### src/rtl/mcp_mux_buf_if.sv
// rtl/mcp_mux_buf_if.sv - producer/consumer bundle for the multi-channel MCP mux buffer
//
// Purpose: groups the per-channel write side and the shared output side of
// mcp_mux_buf so the design and its environment connect through one port.
// Signals:
//   asend   [NCH]     per-channel write request
//   adatain [NCH*DW]  per-channel data, channel i at [i*DW +: DW]
//   aready  [NCH]     channel i can accept a word this cycle
//   bload             consumer accepts / permits reload of the output register
//   bdata   [DW]      output word
//   bchan   [CW]      source channel of bdata
//   bvalid            bdata/bchan hold a valid word
//   ovf     [NCH]     sticky per-channel overflow flags
//   ovf_clr           clears all ovf bits
// Modports: slave = design view, master = environment view.

interface mcp_mux_buf_if #(
    parameter int DW  = 8,
    parameter int NCH = 4
);
    localparam int CW = $clog2(NCH);

    logic [NCH-1:0]    asend;
    logic [NCH*DW-1:0] adatain;
    logic [NCH-1:0]    aready;
    logic              bload;
    logic [DW-1:0]     bdata;
    logic [CW-1:0]     bchan;
    logic              bvalid;
    logic [NCH-1:0]    ovf;
    logic              ovf_clr;

    modport slave (
        input  asend, adatain, bload, ovf_clr,
        output aready, bdata, bchan, bvalid, ovf
    );

    modport master (
        output asend, adatain, bload, ovf_clr,
        input  aready, bdata, bchan, bvalid, ovf
    );
endinterface

### src/rtl/mcp_mux_buf.sv
// rtl/mcp_mux_buf.sv - per-channel FIFOs drained round-robin into one tagged output register
//
// Purpose: NCH producers push words (send/ready) into private FIFOs of depth
// DEPTH; a round-robin arbiter moves one word per cycle into a holding
// register (load/valid) tagged with its source channel.
// Ports:
//   clk  - single clock, all logic on posedge
//   rst  - synchronous active-high reset
//   bus  - mcp_mux_buf_if.slave (asend/adatain/aready, bload/bdata/bchan/bvalid, ovf/ovf_clr)

module mcp_mux_buf #(
    parameter int DW    = 8,
    parameter int NCH   = 4,
    parameter int DEPTH = 4
) (
    input logic          clk,
    input logic          rst,
    mcp_mux_buf_if.slave bus
);
    localparam int CW   = $clog2(NCH);
    localparam int AW   = $clog2(DEPTH);
    localparam int CNTW = AW + 1;

    logic [DW-1:0]   mem_q    [NCH][DEPTH];
    logic [AW-1:0]   wr_ptr_q [NCH];
    logic [AW-1:0]   rd_ptr_q [NCH];
    logic [CNTW-1:0] count_q  [NCH];
    logic [CNTW-1:0] count_d  [NCH];
    logic [CW-1:0]   rr_q, rr_d;
    logic [NCH-1:0]  ovf_q, ovf_d;
    logic            bvalid_q, bvalid_d;
    logic [DW-1:0]   bdata_q, bdata_d;
    logic [CW-1:0]   bchan_q, bchan_d;

    logic [NCH-1:0]  aready;
    logic [NCH-1:0]  push;
    logic [NCH-1:0]  pop;
    logic [NCH-1:0]  drop;
    logic            fill;
    logic            found;
    logic [CW-1:0]   grant;
    logic [CW-1:0]   arb_idx;

    // Readiness comes from the registered count only, so a full FIFO refuses
    // a write even when it is being popped in the same cycle.
    always_comb begin
        aready = '0;
        for (int i = 0; i < NCH; i++) begin
            aready[i] = !rst && (count_q[i] < CNTW'(DEPTH));
        end
        push = bus.asend & aready;
        drop = bus.asend & ~aready & {NCH{!rst}};
    end

    // Search upward from the round-robin pointer, wrapping at NCH.
    always_comb begin
        found   = 1'b0;
        grant   = '0;
        arb_idx = '0;
        for (int k = 0; k < NCH; k++) begin
            arb_idx = CW'((int'(rr_q) + k) % NCH);
            if (!found && (count_q[arb_idx] != '0)) begin
                found = 1'b1;
                grant = arb_idx;
            end
        end
    end

    always_comb begin
        fill     = !bvalid_q || bus.bload;
        pop      = '0;
        rr_d     = rr_q;
        bvalid_d = bvalid_q;
        bdata_d  = bdata_q;
        bchan_d  = bchan_q;
        for (int i = 0; i < NCH; i++) begin
            pop[i]     = fill && found && (grant == CW'(i));
            count_d[i] = count_q[i] + CNTW'(push[i]) - CNTW'(pop[i]);
        end
        if (fill) begin
            if (found) begin
                bvalid_d = 1'b1;
                bdata_d  = mem_q[grant][rd_ptr_q[grant]];
                bchan_d  = grant;
                rr_d     = (int'(grant) == NCH - 1) ? '0 : grant + 1'b1;
            end else begin
                // Nothing to send: drop valid but keep the last word/tag visible.
                bvalid_d = 1'b0;
            end
        end
        // A new overflow in the same cycle survives a clear.
        ovf_d = (bus.ovf_clr ? '0 : ovf_q) | drop;
    end

    // Storage array carries no reset; only pointers/counts define its contents.
    always_ff @(posedge clk) begin
        for (int i = 0; i < NCH; i++) begin
            if (!rst && push[i]) begin
                mem_q[i][wr_ptr_q[i]] <= bus.adatain[i*DW +: DW];
            end
        end
    end

    always_ff @(posedge clk) begin
        if (rst) begin
            for (int i = 0; i < NCH; i++) begin
                wr_ptr_q[i] <= '0;
                rd_ptr_q[i] <= '0;
                count_q[i]  <= '0;
            end
            rr_q     <= '0;
            ovf_q    <= '0;
            bvalid_q <= 1'b0;
            bdata_q  <= '0;
            bchan_q  <= '0;
        end else begin
            for (int i = 0; i < NCH; i++) begin
                if (push[i]) wr_ptr_q[i] <= wr_ptr_q[i] + 1'b1;
                if (pop[i])  rd_ptr_q[i] <= rd_ptr_q[i] + 1'b1;
                count_q[i] <= count_d[i];
            end
            rr_q     <= rr_d;
            ovf_q    <= ovf_d;
            bvalid_q <= bvalid_d;
            bdata_q  <= bdata_d;
            bchan_q  <= bchan_d;
        end
    end

    assign bus.aready = aready;
    assign bus.bvalid = bvalid_q;
    assign bus.bdata  = bdata_q;
    assign bus.bchan  = bchan_q;
    assign bus.ovf    = ovf_q;

endmodule

### src/flat_wrapper.sv
// flat-port wrapper written by rule: the top's interface ports become plain ports
module mcp_mux_buf_flat 
#(
    parameter int DW    = 8,
    parameter int NCH   = 4,
    parameter int DEPTH = 4
)
  (clk, rst, bus_asend, bus_adatain, bus_bload, bus_ovf_clr, bus_aready, bus_bdata, bus_bchan, bus_bvalid, bus_ovf);
  mcp_mux_buf_if #(.DW(DW), .NCH(NCH)) bus_i ();
  input logic clk;
  input logic rst;
  input wire logic [$bits(bus_i.asend)-1:0] bus_asend;
  input wire logic [$bits(bus_i.adatain)-1:0] bus_adatain;
  input wire logic [$bits(bus_i.bload)-1:0] bus_bload;
  input wire logic [$bits(bus_i.ovf_clr)-1:0] bus_ovf_clr;
  output wire logic [$bits(bus_i.aready)-1:0] bus_aready;
  output wire logic [$bits(bus_i.bdata)-1:0] bus_bdata;
  output wire logic [$bits(bus_i.bchan)-1:0] bus_bchan;
  output wire logic [$bits(bus_i.bvalid)-1:0] bus_bvalid;
  output wire logic [$bits(bus_i.ovf)-1:0] bus_ovf;
  assign bus_i.asend = bus_asend;
  assign bus_i.adatain = bus_adatain;
  assign bus_i.bload = bus_bload;
  assign bus_i.ovf_clr = bus_ovf_clr;
  assign bus_aready = bus_i.aready;
  assign bus_bdata = bus_i.bdata;
  assign bus_bchan = bus_i.bchan;
  assign bus_bvalid = bus_i.bvalid;
  assign bus_ovf = bus_i.ovf;
  mcp_mux_buf #(.DW(DW), .NCH(NCH), .DEPTH(DEPTH)) u_core (.clk(clk), .rst(rst), .bus(bus_i));
endmodule
### config.mk
export PLATFORM = sky130hd
export DESIGN_NAME = mcp_mux_buf_flat
export DESIGN_NICKNAME = d
export VERILOG_FILES = /design/src/rtl/mcp_mux_buf_if.sv /design/src/rtl/mcp_mux_buf.sv /design/src/flat_wrapper.sv
export SDC_FILE = /design/constraint.sdc
export NUM_CORES = 1
export LEC_CHECK = 0
export BUFFER_PORTS_ARGS = -buffer_cell sky130_fd_sc_hd__buf_2
export CELL_PAD_IN_SITES_DETAIL_PLACEMENT = 0
export CELL_PAD_IN_SITES_GLOBAL_PLACEMENT = 1
export CORE_ASPECT_RATIO = 1.1
export CORE_UTILIZATION = 54
export DETAILED_ROUTE_END_ITERATION = 16
export PLACE_DENSITY_LB_ADDON = 0.1
export SLEW_MARGIN = 15
export SYNTH_ARGS = -nofsm -noshare
export SYNTH_HDL_FRONTEND = slang
export SYNTH_SLANG_ARGS = --single-unit
export TNS_END_PERCENT = 30
### constraint.sdc
create_clock -name clk -period 7.22 [get_ports clk]
set_clock_uncertainty 0.2 [all_clocks]
set_input_delay 0.722 -clock clk [delete_from_list [all_inputs] [get_ports clk]]
set_output_delay 0.722 -clock clk [all_outputs]
set_load 0.1 [all_outputs]
==> results.md, run 1 <==
* Status: completed
* Total vias in the final route at 5,301
* Antenna violations before repair at 0
* Fill cells at 1,153
* Clock Latency Late Sink at 0.43 ns
* TritonCTS clock tree: yes
* GP Congestion at 0.883
* Aggregate global-route resource usage at 0.257
* Avg Inst Size Synth at 13.1 sq um
* Setup Fix Bufs, Post-CTS at 0
* Pwr dens at 513 mW/mm^2
* Tcrit/Tclk final at 0.658
* CTS Hold Buffers Added at 0
* Antenna-violating nets left at 0
* First-pass GRT wire length at 28,800 microns
* Initial DRT Pass Iterations at 5
* Critical path type: register to register
* Largest net degree at the start of global routing at 44
* WL/cell at 21.9 microns
* Worst r2r dst: u_core.count_q[3][1]$_SDFF_PP0_
* Post-Synthesis Cells at 620
* Die H at 131 microns
* DP Area at 0.00851 sq mm
* Top cell type's share of synthesized area at 0.533
* Max-cap violations at 0
* Reg area at 0.00494 sq mm
* Hold Crit Class: register to register
* Worst Path Max Fanout at 43
* Arr. time, crit path at 4.84 ns
* Final net count at 732
* Post-cts sizing count at 0
* Max Root-Sink Buffers at 2
* Cell accounting for the most synthesized area: edfxtp_1
* Slew Limit Fails at 0
* Synth cell count leaders: 144 x edfxtp_1, 42 x mux2i_1, 40 x o211ai_1
* Max_slew headroom at 0.243
* Mapped Nets at 688
* Final TNS setup at 0 ns
* DR iter-0 viols at 421
* Hpwl dp at 13,700 microns
* Worst Setup SP: u_core.rr_q[0]$_SDFFE_PP0N_
* Mapped Area at 0.00811 sq mm
* Required @ worst endpoint at 7.30 ns
* CTS Buf Count at 17
* Clk sink count at 175
* Share of cells above drive strength 1 at 0.180
* Predominant post-synthesis flop cell: edfxtp_1
* Worst r2r src: u_core.rr_q[0]$_SDFFE_PP0N_
* WL final at 19,000 microns
* Area of the multi-input gates at 0.00295 sq mm
* Flop2flop setup slack at 2.47 ns
* Worst slew pin tran at 1.13 ns
* Core area at 0.0146 sq mm
* DRC errors left at 0
* Vias in the first global route at 4,893
* Worst r2r path cells at 13
* Fraction of registers with async set or reset after synthesis at 0
* Final worst slack at 2.47 ns
* Leak Pwr at 3.36 nW
* Synth top area cells: edfxtp_1 53%, dfxtp_1 7.6%, mux2i_1 5.2%
* IO Pins at 59
* Synth unique cells at 55
* Area growth syn-to-layout at 11.7%
* CTS root buf: clkbuf_16
* Initial Util at 0.557
* Die footprint at 0.0155 sq mm
* Number of synthesized register bits at 175
* Highest clock rate at 210 MHz
* Total gr overflow at 0
* Synth Warn # at 0
* Min Tclk post-route at 4.75 ns
* RSZ-0062 raised after global routing: false
* Placement row count at 46
* Die Width at 119 microns
* Hold Vio Cnt, Final at 0
* Worst vdd ir at 267 uV
* Most instantiated library cell after synthesis: edfxtp_1
* Via density at 6.11
* IO buf count at 58
* CP endpoint: u_core.count_q[3][1]$_SDFF_PP0_
* Ant. Diodes at 0
* EDFF count, synth at 144
* Total power at 4.65 mW
* Pre-CTS setup slack at 2.52 ns
* Post-synthesis sequential area ratio at 0.609
* Final setup vio count at 0
* Final Cell Area at 0.00906 sq mm
* H-tree depth at 4
* Critical Path Sink Type: register
* Reg clk slew, reported paths at 0.06 ns
* Type of origin of the critical path: register
state kept, by name, indices dropped and copies added, names as in the netlist, named ones only:
signal             cells
u_core.bus.bchan       2
u_core.bus.bdata       8
u_core.wr_ptr_q        8
u_core.bus.ovf         4
u_core.mem_q         128
u_core.rr_q            2
u_core.count_q        12
u_core.rd_ptr_q        8
u_core.bus.bvalid      1
final cells by class:
class / instances / area share
Multi-Input combinational cell: 391 / 0.326
Sequential cell: 175 / 0.546
Clock inverter: 13 / 0.0130
Tap cell: 192 / 0.0265
Clock buffer: 18 / 0.0474
Timing Repair Buffer: 60 / 0.0337
Inverter: 19 / 0.00787
through the flow:
step                cells   util  hold slack [ns]
global route          868  0.622            0.309
global placement      837  0.584            0.269
floorplan             620      -            0.361
CTS                   868  0.622            0.297
finish                868  0.622            0.289
detailed placement    837  0.584            0.284
worst max-delay path, cell delays in order (launching register included):
cell,delay (ns)
dfxtp_1,0.57
inv_2,0.18
or4_1,0.56
and4_1,0.28
a21oi_4,0.89
nor2_8,0.23
inv_2,0.30
ha_1,0.21
nand2_1,0.08
or2_2,0.32
nand2_1,0.07
ha_1,0.16
fa_1,0.40
nor2b_1,0.14
kinds of logic (layout without fill, tap and decap cells):
group	count (synthesis)	in the layout	share of synthesized area
and+or+nand+nor	161	161	0.104
xor gates and xnor gates	14	14	0.0151
buffers and inverters	54	110	0.0274
adders and majority gates	28	28	0.0469
muxes	52	52	0.0685
AOI/OAI and AO/OA	136	136	0.129
DFF	175	175	0.609
where the power goes:
part           leakage (nW)  internal, mW  switching [mW]
Sequential             1.59          1.23           0.146
Combinational          1.51         0.832            1.58
Clock                 0.261         0.474           0.384
Total                  3.36          2.54            2.11
per-layer routing:
layer,track usage,vias to the layer above,share of wire
li1,-,2482,-
met1,0.364,2587,0.44
met2,0.401,201,0.47
met3,0.0412,31,0.068
met4,0.103,0,0.022
met5,0,-,0
cell usage in the layout (no fill, tap or decap), types with 6 or more instances in the layout:
cell       count
o32ai_1        8
xnor2_1       12
nand3_1       22
nor2b_1        6
ha_1          24
inv_1         16
o211ai_1      40
and2_1         6
clkbuf_16     17
dfxtp_1       31
nand2_1       35
buf_2         58
edfxtp_1     144
mux2i_1       42
mux2_2         8
o2111ai_1      8
or2_2          6
o311ai_0       9
nor2_1        39
o21ai_0       24
a211o_1       16
and3_1        24
a31oi_1        9
worst min path at each step:
stage                                     from                        endpoint  slack, ns  cells past startpoint
2_1_floorplan  u_core.count_q[2][2]$_SDFF_PP0_    u_core.bus.ovf[2]$_SDFF_PP0_       0.36                      2
3_3_place_gp    u_core.bus.bvalid$_SDFFE_PP0N_  u_core.bus.bvalid$_SDFFE_PP0N_       0.27                      2
3_5_place_dp      u_core.bus.ovf[3]$_SDFF_PP0_    u_core.bus.ovf[3]$_SDFF_PP0_       0.28                      2
4_1_cts         u_core.bus.bvalid$_SDFFE_PP0N_  u_core.bus.bvalid$_SDFFE_PP0N_       0.30                      2
5_1_grt                        bus_adatain[25]    u_core.mem_q[3][9]$_DFFE_PP_       0.31                      1
6_report          u_core.bus.ovf[3]$_SDFF_PP0_    u_core.bus.ovf[3]$_SDFF_PP0_       0.29                      2
(Power assumes the default switching activity.)
==> run 2, diff against run 1 <==
--- a/config.mk
+++ b/config.mk
@@ -9,7 +9,7 @@
 export CELL_PAD_IN_SITES_DETAIL_PLACEMENT = 0
 export CELL_PAD_IN_SITES_GLOBAL_PLACEMENT = 1
 export CORE_ASPECT_RATIO = 1.1
-export CORE_UTILIZATION = 54
+export CORE_UTILIZATION = 50
 export DETAILED_ROUTE_END_ITERATION = 16
 export PLACE_DENSITY_LB_ADDON = 0.1
 export SLEW_MARGIN = 15
==> constraint.sdc (replaced) <==
create_clock -name clk -period 4.8 [get_ports clk]
set_clock_uncertainty 0.2 [all_clocks]
set_input_delay 0.48 -clock clk [delete_from_list [all_inputs] [get_ports clk]]
set_output_delay 0.48 -clock clk [all_outputs]
set_load 0.1 [all_outputs]
==> results.md, run 2 (same netlist as run 1, synthesis figures left out) <==
* IO Pins at 59 (unchanged)
* Final net count at 734 (was 732)
* Hold Vio Cnt, Final at 0 (unchanged)
* Placement row count at 48 (was 46)
* CTS Buf Count at 17 (unchanged)
* Die footprint at 0.0167 sq mm (was 0.0155 sq mm)
* Max Root-Sink Buffers at 2 (unchanged)
* Clock Latency Late Sink at 0.43 ns (about the same)
* Critical Path Sink Type: register (unchanged)
* Highest clock rate at 245 MHz (was 210 MHz)
* H-tree depth at 4 (unchanged)
* Required @ worst endpoint at 4.89 ns (was 7.30 ns)
* Share of cells above drive strength 1 at 0.184 (was 0.180)
* IO buf count at 58 (unchanged)
* Total vias in the final route at 5,286 (was 5,301)
* Arr. time, crit path at 4.17 ns (was 4.84 ns)
* Max-cap violations at 0 (unchanged)
* Antenna-violating nets left at 0 (unchanged)
* Worst slew pin tran at 0.810 ns (was 1.13 ns)
* Non-filler cells, final at 879 (was 868)
* Largest net degree at the start of global routing at 43 (was 44)
* Crit path max-delay family: simple AND/OR/NAND/NOR gates (unchanged)
* Min Tclk post-route at 4.08 ns (was 4.75 ns)
* Critical path type: register to register (unchanged)
* Dpl cells at 847 (was 837)
* Clk sink count at 175 (unchanged)
* DRC errors left at 0 (unchanged)
* Worst Path Max Fanout at 29 (was 43)
* Core area at 0.0158 sq mm (was 0.0146 sq mm)
* Status: completed (unchanged)
* Via density at 6.01 (was 6.11)
* CTS Hold Buffers Added at 0 (unchanged)
* CTS root buf: clkbuf_16 (unchanged)
* Ant. Diodes at 0 (unchanged)
* Max_slew headroom at 0.460 (was 0.243)
* Aggregate global-route resource usage at 0.248 (was 0.257)
* TritonCTS clock tree: yes (unchanged)
* Antenna violations before repair at 0 (unchanged)
* Hold Crit Class: primary input to register (was register to register)
* First-pass GRT wire length at 29,300 microns (was 28,800 microns)
* CP peak stage delay at 0.51 ns (was 0.89 ns)
* WL final at 19,600 microns (was 19,000 microns)
* Final TNS setup at 0 ns (unchanged)
* Die H at 136 microns (was 131 microns)
* Max reg flops at 128 (unchanged)
* Initial Util at 0.514 (was 0.557)
* Area growth syn-to-layout at 12.3% (was 11.7%)
* Tcrit/Tclk final at 0.850 (was 0.658)
* Total gr overflow at 0 (unchanged)
* Hpwl dp at 14,500 microns (was 13,700 microns)
* Setup Fix Bufs, Post-CTS at 0 (unchanged)
* Slowest stage cell, crit path: nor3_1 (was a21oi_4)
* GP Congestion at 0.913 (was 0.883)
* Die Width at 123 microns (was 119 microns)
* Post-cts sizing count at 0 (unchanged)
* Vias in the first global route at 5,094 (was 4,893)
* Initial DRT Pass Iterations at 7 (was 5)
* CP Cell Sequence: nor3_1 > mux4_2 > o21a_2 > nor2_8 > inv_2 > ha_1 > nand2_1 > or2_2 > nand2_1 > ha_1 > fa_1 > nor2b_1 (was inv_2 > or4_1 > and4_1 > a21oi_4 > nor2_8 > inv_2 > ha_1 > nand2_1 > or2_2 > nand2_1 > ha_1 > fa_1 > nor2b_1)
* WL/cell at 22.3 microns (was 21.9 microns)
* DR iter-0 viols at 569 (was 421)
* Most frequent cells in the layout: 144 x edfxtp_1, 58 x buf_2, 42 x mux2i_1, 40 x o211ai_1, 39 x nor2_1 (unchanged)
* Type of origin of the critical path: register (unchanged)
* Reg clk slew, reported paths at 0.07 ns (was 0.06 ns)
* CP bufs+invs at 1 (was 2)
* RSZ-0062 raised after global routing: false (unchanged)
* Slew Limit Fails at 0 (unchanged)
* Most common cell after layout, fill and taps aside: edfxtp_1 (unchanged)
* Final setup vio count at 0 (unchanged)
## run 2: layer usage
layer  GRT usage  part of all wire  vias to the layer above
met1       0.324              0.43                     2599
li1            -                 -                     2479
met5           0                 0                        -
met4      0.0823             0.022                        0
met3      0.0518             0.054                       34
met2       0.411              0.49                      174
## run 2: layout make-up
class / instances / area (sq um)
fillers: 1289 / 6680
multi-input cells: 391 / 2950
inverters: 19 / 71.3
well taps: 200 / 250
repair buffers: 62 / 320
flip-flops and latches: 175 / 4940
clock inverters: 15 / 154
clock buffers: 17 / 425
## run 2: final timing paths
kind / startpoint / end / slack [ns] / cells past startpoint
setup / recovery: u_core.count_q[2][0]$_SDFF_PP0_ / u_core.count_q[3][1]$_SDFF_PP0_ / 0.72 / 12
hold / removal: bus_adatain[6] / u_core.mem_q[0][22]$_DFFE_PP_ / 0.08 / 1
setup reg to reg: u_core.count_q[2][0]$_SDFF_PP0_ / u_core.count_q[3][1]$_SDFF_PP0_ / 0.72 / 12
hold reg to reg: u_core.bus.ovf[2]$_SDFF_PP0_ / u_core.bus.ovf[2]$_SDFF_PP0_ / 0.30 / 2
## run 2: stage by stage
step                      area, sq um   util  worst slack, ns  hold WS (ns)
after global placement           8540  0.540            0.883         0.282
after detailed placement         8540  0.540            0.783         0.286
after global routing             9110  0.577            0.470        0.0653
after floorplan                  8110      -             1.15         0.361
final                            9110  0.577            0.720        0.0772
after CTS                        9110  0.577            0.743        0.0647
## run 2: worst reg2reg max path, stage by stage, from the launching register on
cell	delay (ns)
dfxtp_1	0.34
nor3_1	0.51
mux4_2	0.49
o21a_2	0.39
nor2_8	0.16
inv_2	0.36
ha_1	0.28
nand2_1	0.09
or2_2	0.33
nand2_1	0.07
ha_1	0.16
fa_1	0.42
nor2b_1	0.14
Power of run 2 is left out: the tool's default activity adds up to more than one toggle a clock period on the data nets, which glitch-free logic cannot reach.
==> run 3, diff against run 2 <==
--- a/config.mk
+++ b/config.mk
@@ -5,11 +5,12 @@
 export SDC_FILE = /design/constraint.sdc
 export NUM_CORES = 1
 export LEC_CHECK = 0
+export ABC_AREA = 1
 export BUFFER_PORTS_ARGS = -buffer_cell sky130_fd_sc_hd__buf_2
 export CELL_PAD_IN_SITES_DETAIL_PLACEMENT = 0
 export CELL_PAD_IN_SITES_GLOBAL_PLACEMENT = 1
 export CORE_ASPECT_RATIO = 1.1
-export CORE_UTILIZATION = 50
+export CORE_UTILIZATION = 43
 export DETAILED_ROUTE_END_ITERATION = 16
 export PLACE_DENSITY_LB_ADDON = 0.1
 export SLEW_MARGIN = 15
==> constraint.sdc (replaced) <==
create_clock -name clk -period 3.3 [get_ports clk]
set_clock_uncertainty 0.2 [all_clocks]
set_input_delay 0.33 -clock clk [delete_from_list [all_inputs] [get_ports clk]]
set_output_delay 0.33 -clock clk [all_outputs]
set_load 0.1 [all_outputs]
==> results.md, run 3 <==
* Status: completed (unchanged)
* Final Hold Slack at 0.0624 ns (was 0.0772 ns)
* Worst slew pin tran at 0.885 ns (was 0.810 ns)
* Met1 wire length at 10,400 microns (was 8500 microns)
* Avg Inst Size Synth at 9.42 sq um (was 13.1 sq um)
* RSZ-0062 raised after global routing: true (was false)
* Reg clk slew, reported paths at 0.07 ns (about the same)
* Share of cells above drive strength 1 at 0.150 (was 0.184)
* Mapped Area at 0.00859 sq mm (was 0.00811 sq mm)
* WL met2 at 8690 microns (was 9590 microns)
* Post-synthesis sequential area ratio at 0.576 (was 0.609)
* Max-cap violations at 0 (unchanged)
* Required @ worst endpoint at 3.41 ns (was 4.89 ns)
* Hold Vio Cnt, Final at 0 (unchanged)
* EDFF count, synth at 144 (unchanged)
* First-pass GRT wire length at 31,700 microns (was 29,300 microns)
* DRC errors left at 0 (unchanged)
* Final net count at 1,081 (was 734)
* Aggregate global-route resource usage at 0.211 (was 0.248)
* Initial Util at 0.443 (was 0.514)
* Final setup vio count at 0 (unchanged)
* Slowest stage cell, crit path: dfxtp_2 (was nor3_1)
* Antenna-violating nets left at 0 (unchanged)
* TritonCTS clock tree: yes (unchanged)
* Most instantiated library cell after synthesis: nand2_1 (was edfxtp_1)
* Reg area at 0.00495 sq mm (was 0.00494 sq mm)
* WL/cell at 15.8 microns (was 22.3 microns)
* Synth unique cells at 31 (was 55)
* CP bufs+invs at 2 (was 1)
* Routed met3 length at 713 microns (was 1050 microns)
* Most common cell after layout, fill and taps aside: nand2_1 (was edfxtp_1)
* Hpwl dp at 13,900 microns (was 14,500 microns)
* Area of the multi-input gates at 0.00280 sq mm (was 0.00295 sq mm)
* Non-filler cells, final at 1,273 (was 879)
* Fill cells at 1,784 (was 1,289)
* GP Congestion at 0.774 (was 0.913)
* Cell accounting for the most synthesized area: edfxtp_1 (unchanged)
* Clk sink count at 175 (unchanged)
* CTS root buf: clkbuf_16 (unchanged)
* Max_slew headroom at 0.408 (was 0.460)
* Min Tclk post-route at 3.10 ns (was 4.08 ns)
* Fraction of registers with async set or reset after synthesis at 0 (unchanged)
* Worst Path Max Fanout at 7 (was 29)
* Initial DRT Pass Iterations at 5 (was 7)
* DR iter-0 viols at 432 (was 569)
* IO Pins at 59 (unchanged)
* Die Width at 137 microns (was 123 microns)
* CTS Buf Count at 17 (unchanged)
* Predominant post-synthesis flop cell: edfxtp_1 (unchanged)
* Max Root-Sink Buffers at 2 (unchanged)
* Largest net degree at the start of global routing at 69 (was 43)
* Arr. time, crit path at 3.21 ns (was 4.17 ns)
* Ant. Diodes at 0 (unchanged)
* Dpl cells at 1,204 (was 847)
* Clock Latency Late Sink at 0.43 ns (about the same)
* Die footprint at 0.0205 sq mm (was 0.0167 sq mm)
* Post-Synthesis Cells at 911 (was 620)
* Area growth syn-to-layout at 18.3% (was 12.3%)
* Core area at 0.0194 sq mm (was 0.0158 sq mm)
* Final TNS setup at 0 ns (unchanged)
* Type of origin of the critical path: register (unchanged)
* Critical path type: register to register (unchanged)
* Max reg flops at 128 (unchanged)
* Synth Warn # at 0 (unchanged)
* IO buf count at 58 (unchanged)
* Highest clock rate at 323 MHz (was 245 MHz)
* CP Cell Sequence: inv_2 > nand3_1 > nand3_2 > nand2_2 > nor2_2 > nor3_2 > nand2_2 > nand2_4 > inv_1 > ha_1 > nand2_2 > or2_2 > nand2_1 > ha_1 > fa_1 > xnor2_1 > xor2_1 > nor2_1 (was nor3_1 > mux4_2 > o21a_2 > nor2_8 > inv_2 > ha_1 > nand2_1 > or2_2 > nand2_1 > ha_1 > fa_1 > nor2b_1)
* Number of synthesized register bits at 175 (unchanged)
* CP peak stage delay at 0.43 ns (was 0.51 ns)
* Synth top area cells: edfxtp_1 50%, nand2_1 9.6%, dfxtp_1 7.2% (was edfxtp_1 53%, dfxtp_1 7.6%, mux2i_1 5.2%)
* Critical Path Sink Type: register (unchanged)
* Vias in the first global route at 5,683 (was 5,094)
* WL final at 20,100 microns (was 19,600 microns)
* Slew Limit Fails at 0 (unchanged)
* Most used cell along the critical path: nand2_2
* Die H at 150 microns (was 136 microns)
* Via density at 4.74 (was 6.01)
* Placement row count at 53 (was 48)
* Crit path max-delay family: simple AND/OR/NAND/NOR gates (unchanged)
* Mapped Nets at 979 (was 688)
* Antenna violations before repair at 0 (unchanged)
* Tcrit/Tclk final at 0.939 (was 0.850)
* Top cell type's share of synthesized area at 0.504 (was 0.533)
* H-tree depth at 4 (unchanged)
* Total gr overflow at 0 (unchanged)
* Most frequent cells in the layout: 219 x nand2_1, 164 x inv_1, 144 x edfxtp_1, 116 x nand3_1, 65 x nor2_1 (was 144 x edfxtp_1, 58 x buf_2, 42 x mux2i_1, 40 x o211ai_1, 39 x nor2_1)
* Hold Crit Class: primary input to register (unchanged)
* Synth cell count leaders: 220 x nand2_1, 164 x inv_1, 144 x edfxtp_1 (was 144 x edfxtp_1, 42 x mux2i_1, 40 x o211ai_1)
* Total vias in the final route at 6,037 (was 5,286)
* Max layer used: met4 (unchanged)
==> run 3: changes by cell type after synthesis, moves of 9 or more <==
cell and delta:
o21ai_0 -18, mux2i_1 -42, a31oi_1 -9, nand3b_1 +35
nor2_1 +27, nand3_1 +94, o311ai_0 -9, buf_2 +9
and3_1 -24, clkbuf_1 -18, inv_1 +148, o211ai_1 -40
a211o_1 -16, nand2_1 +185
==> run 3: layer usage <==
layer	vias up	track usage
li1	3104	-
met1	2795	0.318
met2	123	0.308
met3	15	0.0306
met4	0	0.0778
met5	-	0
==> run 3: cells by family after synthesis <==
| logic type | count (synthesis) | share of synthesized area |
|---|---|---|
| AO/OA/AOI/OAI | 20 | 0.0146 |
| XOR/XNOR | 12 | 0.0122 |
| adder cells (fa/ha/maj) | 28 | 0.0443 |
| buffers and inverters | 206 | 0.101 |
| flip-flops | 175 | 0.576 |
| AND/OR/NAND/NOR | 470 | 0.252 |
==> run 3: worst register-to-register path, delay by kind of cell, from the launching register on <==
kind / cells / cell delay (ns)
fa+ha+maj: 3 / 0.81
flops: 1 / 0.43
buf+inv: 2 / 0.16
xor+xnor: 2 / 0.33
simple gates: 11 / 1.05
==> run 3: path summary, 6_finish.rpt <==
kind / start / to / slack (ns) / cells after the start
setup / recovery: u_core.rr_q[0]$_SDFFE_PP0N_ / u_core.count_q[0][2]$_SDFF_PP0_ / 0.20 / 18
hold / removal: bus_bload / u_core.bus.bvalid$_SDFFE_PP0N_ / 0.06 / 4
setup reg to reg: u_core.rr_q[0]$_SDFFE_PP0N_ / u_core.count_q[0][2]$_SDFF_PP0_ / 0.20 / 18
hold reg to reg: u_core.bus.ovf[1]$_SDFF_PP0_ / u_core.bus.ovf[1]$_SDFF_PP0_ / 0.26 / 2
==> run 3: layout make-up <==
cell class	instances	area share
sequential	175	0.487
timing repair buffer	121	0.0844
multi-input combinational	530	0.276
tap	247	0.0304
clock inverter	15	0.0180
clock buffer	17	0.0419
inverter	168	0.0621
==> run 3: through the flow <==
| step | setup slack (ns) | util | instance area [sq um] |
|---|---|---|---|
| floorplan | -0.296 | - | 8590 |
| global placement | 0.133 | 0.472 | 9150 |
| detailed placement | 0.0291 | 0.472 | 9150 |
| CTS | 0.0209 | 0.522 | 10100 |
| global route | -0.0327 | 0.524 | 10200 |
| finish | 0.202 | 0.524 | 10200 |
==> run 3: repair_timing <==
item	CTS	global route
setup endpoints to repair	0	13
gates resized for setup	0	11
buffers inserted	0	1
hold buffers	36	0
endpoints found under the hold margin	132	0
Power of run 3 is left out for the same reason.
